[src/rtl/prod_acc.sv]
// Product accumulator: sums 32-bit unsigned product beats into an ACC_W-bit total.
// It holds each completed sum until the consumer takes it. Define PROD_ACC_SAT_EN to clamp on overflow instead of wrapping.
module prod_acc #(
  parameter int unsigned ACC_W = 40,
  parameter int unsigned CNT_W = 8
) (
  input  logic             clk,
  input  logic             rst_n,
  input  logic             in_valid,
  output logic             in_ready,
  input  logic [31:0]      in_prod,
  input  logic             in_last,
  input  logic             clr,
  output logic             out_valid,
  input  logic             out_ready,
  output logic [ACC_W-1:0] out_acc,
  output logic [CNT_W-1:0] out_count,
  output logic             ovf
);

  localparam logic [1:0] IDLE  = 2'd0;
  localparam logic [1:0] ACCUM = 2'd1;
  localparam logic [1:0] HOLD  = 2'd2;

  logic [1:0]       state;
  logic [ACC_W-1:0] acc;
  logic [CNT_W-1:0] cnt;
  logic             ovf_q;

  logic             accept;
  logic [ACC_W:0]   sum;
  logic             carry;
  logic [ACC_W-1:0] acc_add;

  assign in_ready  = (state != HOLD);
  assign out_valid = (state == HOLD);
  assign out_acc   = acc;
  assign out_count = cnt;
  assign ovf       = ovf_q;

  assign accept = in_valid & in_ready;

  always_comb begin
    sum   = {1'b0, acc} + {{(ACC_W - 31){1'b0}}, in_prod};
    carry = sum[ACC_W];
`ifdef PROD_ACC_SAT_EN
    // Once clamped at all-ones, any further non-zero beat carries again, so the clamp persists.
    acc_add = carry ? '1 : sum[ACC_W-1:0];
`else
    acc_add = sum[ACC_W-1:0];
`endif
  end

  always_ff @(posedge clk or negedge rst_n) begin
    if (!rst_n) begin
      state <= IDLE;
      acc   <= '0;
      cnt   <= '0;
      ovf_q <= 1'b0;
    end else if (clr) begin
      state <= IDLE;
      acc   <= '0;
      cnt   <= '0;
      ovf_q <= 1'b0;
    end else begin
      case (state)
        IDLE, ACCUM: begin
          if (accept) begin
            acc   <= acc_add;
            cnt   <= cnt + CNT_W'(1);
            ovf_q <= ovf_q | carry;
            state <= in_last ? HOLD : ACCUM;
          end
        end
        HOLD: begin
          if (out_ready) begin
            state <= IDLE;
            acc   <= '0;
            cnt   <= '0;
            ovf_q <= 1'b0;
          end
        end
        default: begin
          state <= IDLE;
          acc   <= '0;
          cnt   <= '0;
          ovf_q <= 1'b0;
        end
      endcase
    end
  end

endmodule

[config.mk]
export PLATFORM = sky130hd
export DESIGN_NAME = prod_acc
export DESIGN_NICKNAME = d
export VERILOG_FILES = /design/src/rtl/prod_acc.sv
export SDC_FILE = /design/constraint.sdc
export NUM_CORES = 1
export LEC_CHECK = 0
export CAP_MARGIN = 0
export CORE_MARGIN = 4
export CORE_UTILIZATION = 45
export CTS_CLUSTER_SIZE = 8
export DETAILED_ROUTE_END_ITERATION = 12
export MAX_ROUTING_LAYER = met4
export PLACE_DENSITY = 0.72
export RECOVER_POWER = 100
export SYNTH_ARGS = -nofsm -noshare
export SYNTH_HDL_FRONTEND = slang
export SYNTH_SLANG_ARGS = --single-unit
[constraint.sdc]
create_clock -name clk -period 3.1 [get_ports clk]
set_clock_uncertainty 0.1 [all_clocks]
set_input_delay 0.31 -clock clk [delete_from_list [all_inputs] [get_ports clk]]
set_output_delay 0.31 -clock clk [all_outputs]
set_load 0.02 [all_outputs]
==> results.sh, run 1 <==
export IMPL_synth_top_family_by_area="compound AO/OA/AOI/OAI gates"
export IMPL_synth_seq_cells=51
export IMPL_finalMaxSlewViolations=29
export IMPL_synth_edff_count=0
export IMPL_synth_compound_area_share=0.279
export IMPL_die_h_um=101
export IMPL_crit_fanout=4
export IMPL_syn_num_nets=515
export IMPL_crit_type="in2reg"
export IMPL_drc=0
export IMPL_worstReg2RegEnd="out_acc[34]"
export IMPL_via_count=3773
export IMPL_dp_hpwl_um=8120
export IMPL_drt_iter0_drc=237
export IMPL_diodes=0
export IMPL_core_mm2=0.00834
export IMPL_outcome="finished, violations left"
export IMPL_initial_core_util=0.468
export IMPL_overflow=0
export IMPL_clkTransAtPathRegs_ns=0.10
export IMPL_design_area_mm2=0.00515
export IMPL_synth_most_common_cell="dfrtp_1"
export IMPL_placed_area_mm2=0.00502
export IMPL_end_kind="flop"
export IMPL_track_usage=0.218
export IMPL_cts_path_max_buffers=2
export IMPL_grt_max_degree=35
export IMPL_synth_cell_types=57
export IMPL_setup_tns_ns=0
export IMPL_peakVddDrop_v=0.000452
export IMPL_synth_async_reset_ratio=1.00
export IMPL_drt_total_wl_um=10700
export IMPL_slowest_stage="clkdlybuf4s50_1"
export IMPL_synth_simple_area_share=0.178
export IMPL_drive_gt1_frac=0.0752
export IMPL_synth_adder_area_share=0.111
export IMPL_syn_area_per_cell_um2=8.81
export IMPL_period_minus_slack_ns=2.90
export IMPL_min_to="ovf"
export IMPL_startpoint_type="primary input"
export IMPL_synth_mux_area_frac=0.0131
export IMPL_synth_xor_area_frac=0.0673
export IMPL_gp_congestion=0.937
export IMPL_worstMarginPinSlew_ns=1.70
export IMPL_min_period_over_period=0.934
export IMPL_cp_top_family="compound AO/OA/AOI/OAI gates"
export IMPL_rows=33
export IMPL_cts_sinks=51
export IMPL_critPathMostFrequentCell="a21o_1"
export IMPL_synth_largest_area_cell="dfrtp_1"
export IMPL_root_buffer="clkbuf_8"
export IMPL_holdWs_ns=0.405
export IMPL_port_buffers=88
export IMPL_cp_cell_sequence="clkdlybuf4s50_1 > ha_1 > fa_2 > a21o_1 > a221oi_2 > o21ai_1 > a21o_1 > a21bo_2 > a31o_1 > a31oi_1 > mux2i_1"
export IMPL_grt_pass1_wl_um=17700
export IMPL_maxCapViolCount=1
export IMPL_finalPower_uw=4360
export IMPL_hold_viol=0
export IMPL_clk_insertion_delay_late_ns=0.31
export IMPL_r2r_start="out_acc[0]"
export IMPL_viasPerCell=5.80
export IMPL_power_leakage_uw=0.00249
export IMPL_crit_required_ns=3.24
export IMPL_drt_first_pass_iters=7
export IMPL_violations="capacitance limit, slew limit"
export IMPL_cts_inserted_buffers=5
export IMPL_grt_setup_unrepaired="no"
export IMPL_ff2ff_path_depth=10
export IMPL_area_growth_pct=31.8
export IMPL_reg2reg_slack_ns=0.21
export IMPL_power_density_mw_per_mm2=846
export IMPL_hp_class="reg2reg"
export IMPL_worst_path_largest_cell_delay_ns=0.40
export IMPL_maxSlewHeadroom=-0.131
export IMPL_cts_setup_buffers=0
export IMPL_netlist_top_cells_area="dfrtp_1 33%, ha_1 11%, a21oi_1 5.5%, a22o_1 4.9%, nand2_1 4.8%"
export IMPL_ant_nets=0
export IMPL_synth_ff_type="dfrtp_1"
export IMPL_fill_cells=756
export IMPL_synth_top_area_frac=0.327
export IMPL_setup_viol=0
export IMPL_path_buf_inv=1
export IMPL_wire_per_inst_um=16.4
export IMPL_cp_data_arrival_time_ns=3.03
export IMPL_die_w_um=101
export IMPL_synth_cells=443
export IMPL_die_area_mm2=0.0102
export IMPL_synth_commonest_cells="51 x dfrtp_1, 50 x nand2_1, 43 x a21oi_1, 33 x ha_1, 33 x nor2_1"
export IMPL_nets=616
export IMPL_max_freq_mhz=345
export IMPL_min_path_cells=1
export IMPL_cts_tree="yes"
export IMPL_cts_htree_levels=2
export IMPL_synth_seq_area_share=0.327
export IMPL_antenna_found_initial=0
export IMPL_grt_pass1_vias=3734
export IMPL_pin_count=89
export IMPL_min_from="ovf"
export IMPL_yosysWarningCount=0
export IMPL_syn_area_mm2=0.00390
## flip-flops by register name, indices dropped and copies added (netlist names)
register and flops:
out_count 8, out_acc 40, ovf 1, state 2
## layer usage
layer	share of wire	up-vias	track usage
li1	-	1848	-
met1	0.46	1797	0.291
met2	0.48	112	0.349
met3	0.052	16	0.0317
met4	0.014	0	0.0573
met5	0	-	-
## stage by stage
step           std cells  setup WS [ns]  utilization
6_report             650          0.205        0.617
5_1_grt              650         0.0369        0.617
4_1_cts              650          0.170        0.620
3_5_place_dp         641         -0.123        0.602
3_3_place_gp         641        -0.0887        0.602
2_1_floorplan        443          0.198            -
## what timing repair did
| action | CTS | global route |
|---|---|---|
| hold buffers | 1 | 0 |
| resized for setup | 0 | 2 |
| setup endpoints to repair | 0 | 4 |
| endpoints found under the hold margin | 27 | 0 |
## where the power goes
group | switching (uW) | internal [uW] | leakage [uW]
Clock | 238 | 322 | 0.0000644
Sequential | 175 | 852 | 0.000681
Combinational | 1520 | 1250 | 0.00175
Total | 1930 | 2430 | 0.00249
## area by class of cell
type / instances / area [um^2] / share of cell area
repair buffers: 112 / 1040 / 0.202
inverters: 6 / 22.5 / 0.00438
clock buffers: 5 / 68.8 / 0.0134
clock inverters: 3 / 67.6 / 0.0131
well taps: 105 / 131 / 0.0255
multi-input cells: 368 / 2540 / 0.494
flip-flops and latches: 51 / 1280 / 0.248
## cell usage in the layout, fill, tap and decap left out, drive strengths merged, types with 9 or more instances in the layout
master | Yosys | layout
buf | 6 | 16
nand3 | 13 | 13
nand2 | 50 | 50
a21oi | 43 | 43
a21o | 21 | 21
dfrtp | 51 | 51
nor2 | 33 | 33
ha | 33 | 33
a22o | 22 | 22
xor2 | 12 | 12
nand4 | 9 | 9
clkbuf | 12 | 13
xnor2 | 18 | 18
clkdlybuf4s50 | 0 | 35
o21ai | 24 | 24
dlygate4sd3 | 0 | 53
## cells by family (layout without fill, tap and decap cells)
group,after synthesis,after routing
buffers and inverters,24,126
multiplexers,5,5
AO/OA/AOI/OAI,155,155
XOR/XNOR,30,30
AND/OR/NAND/NOR,144,144
adder cells (fa/ha/maj),34,34
flip-flops,51,51
## how the worst max path moves through the flow
stage / start / endpoint / slack (ns) / depth (start not counted)
after floorplan: out_acc[0] / out_acc[38] / 0.20 / 10
after global placement: in_prod[0] / out_acc[38] / -0.09 / 11
after detailed placement: in_prod[0] / out_acc[38] / -0.12 / 11
after CTS: out_acc[0] / out_acc[34] / 0.17 / 10
after global routing: out_acc[0] / out_acc[32] / 0.04 / 12
final: in_prod[0] / out_acc[34] / 0.20 / 11
No activity file was read; power rests on OpenSTA's default activity.
==> run 2, diff against run 1 <==
Settings changed: CTS_CLUSTER_SIZE 8 to 28.
==> results of run 2 <==
Final layout, timing and power as in run 1 (identical DEF).
==> run 3, diff against run 2 <==
Settings changed: SLEW_MARGIN set to 20.
==> results of run 3 <==
Final layout, timing and power as in run 1 (identical DEF).
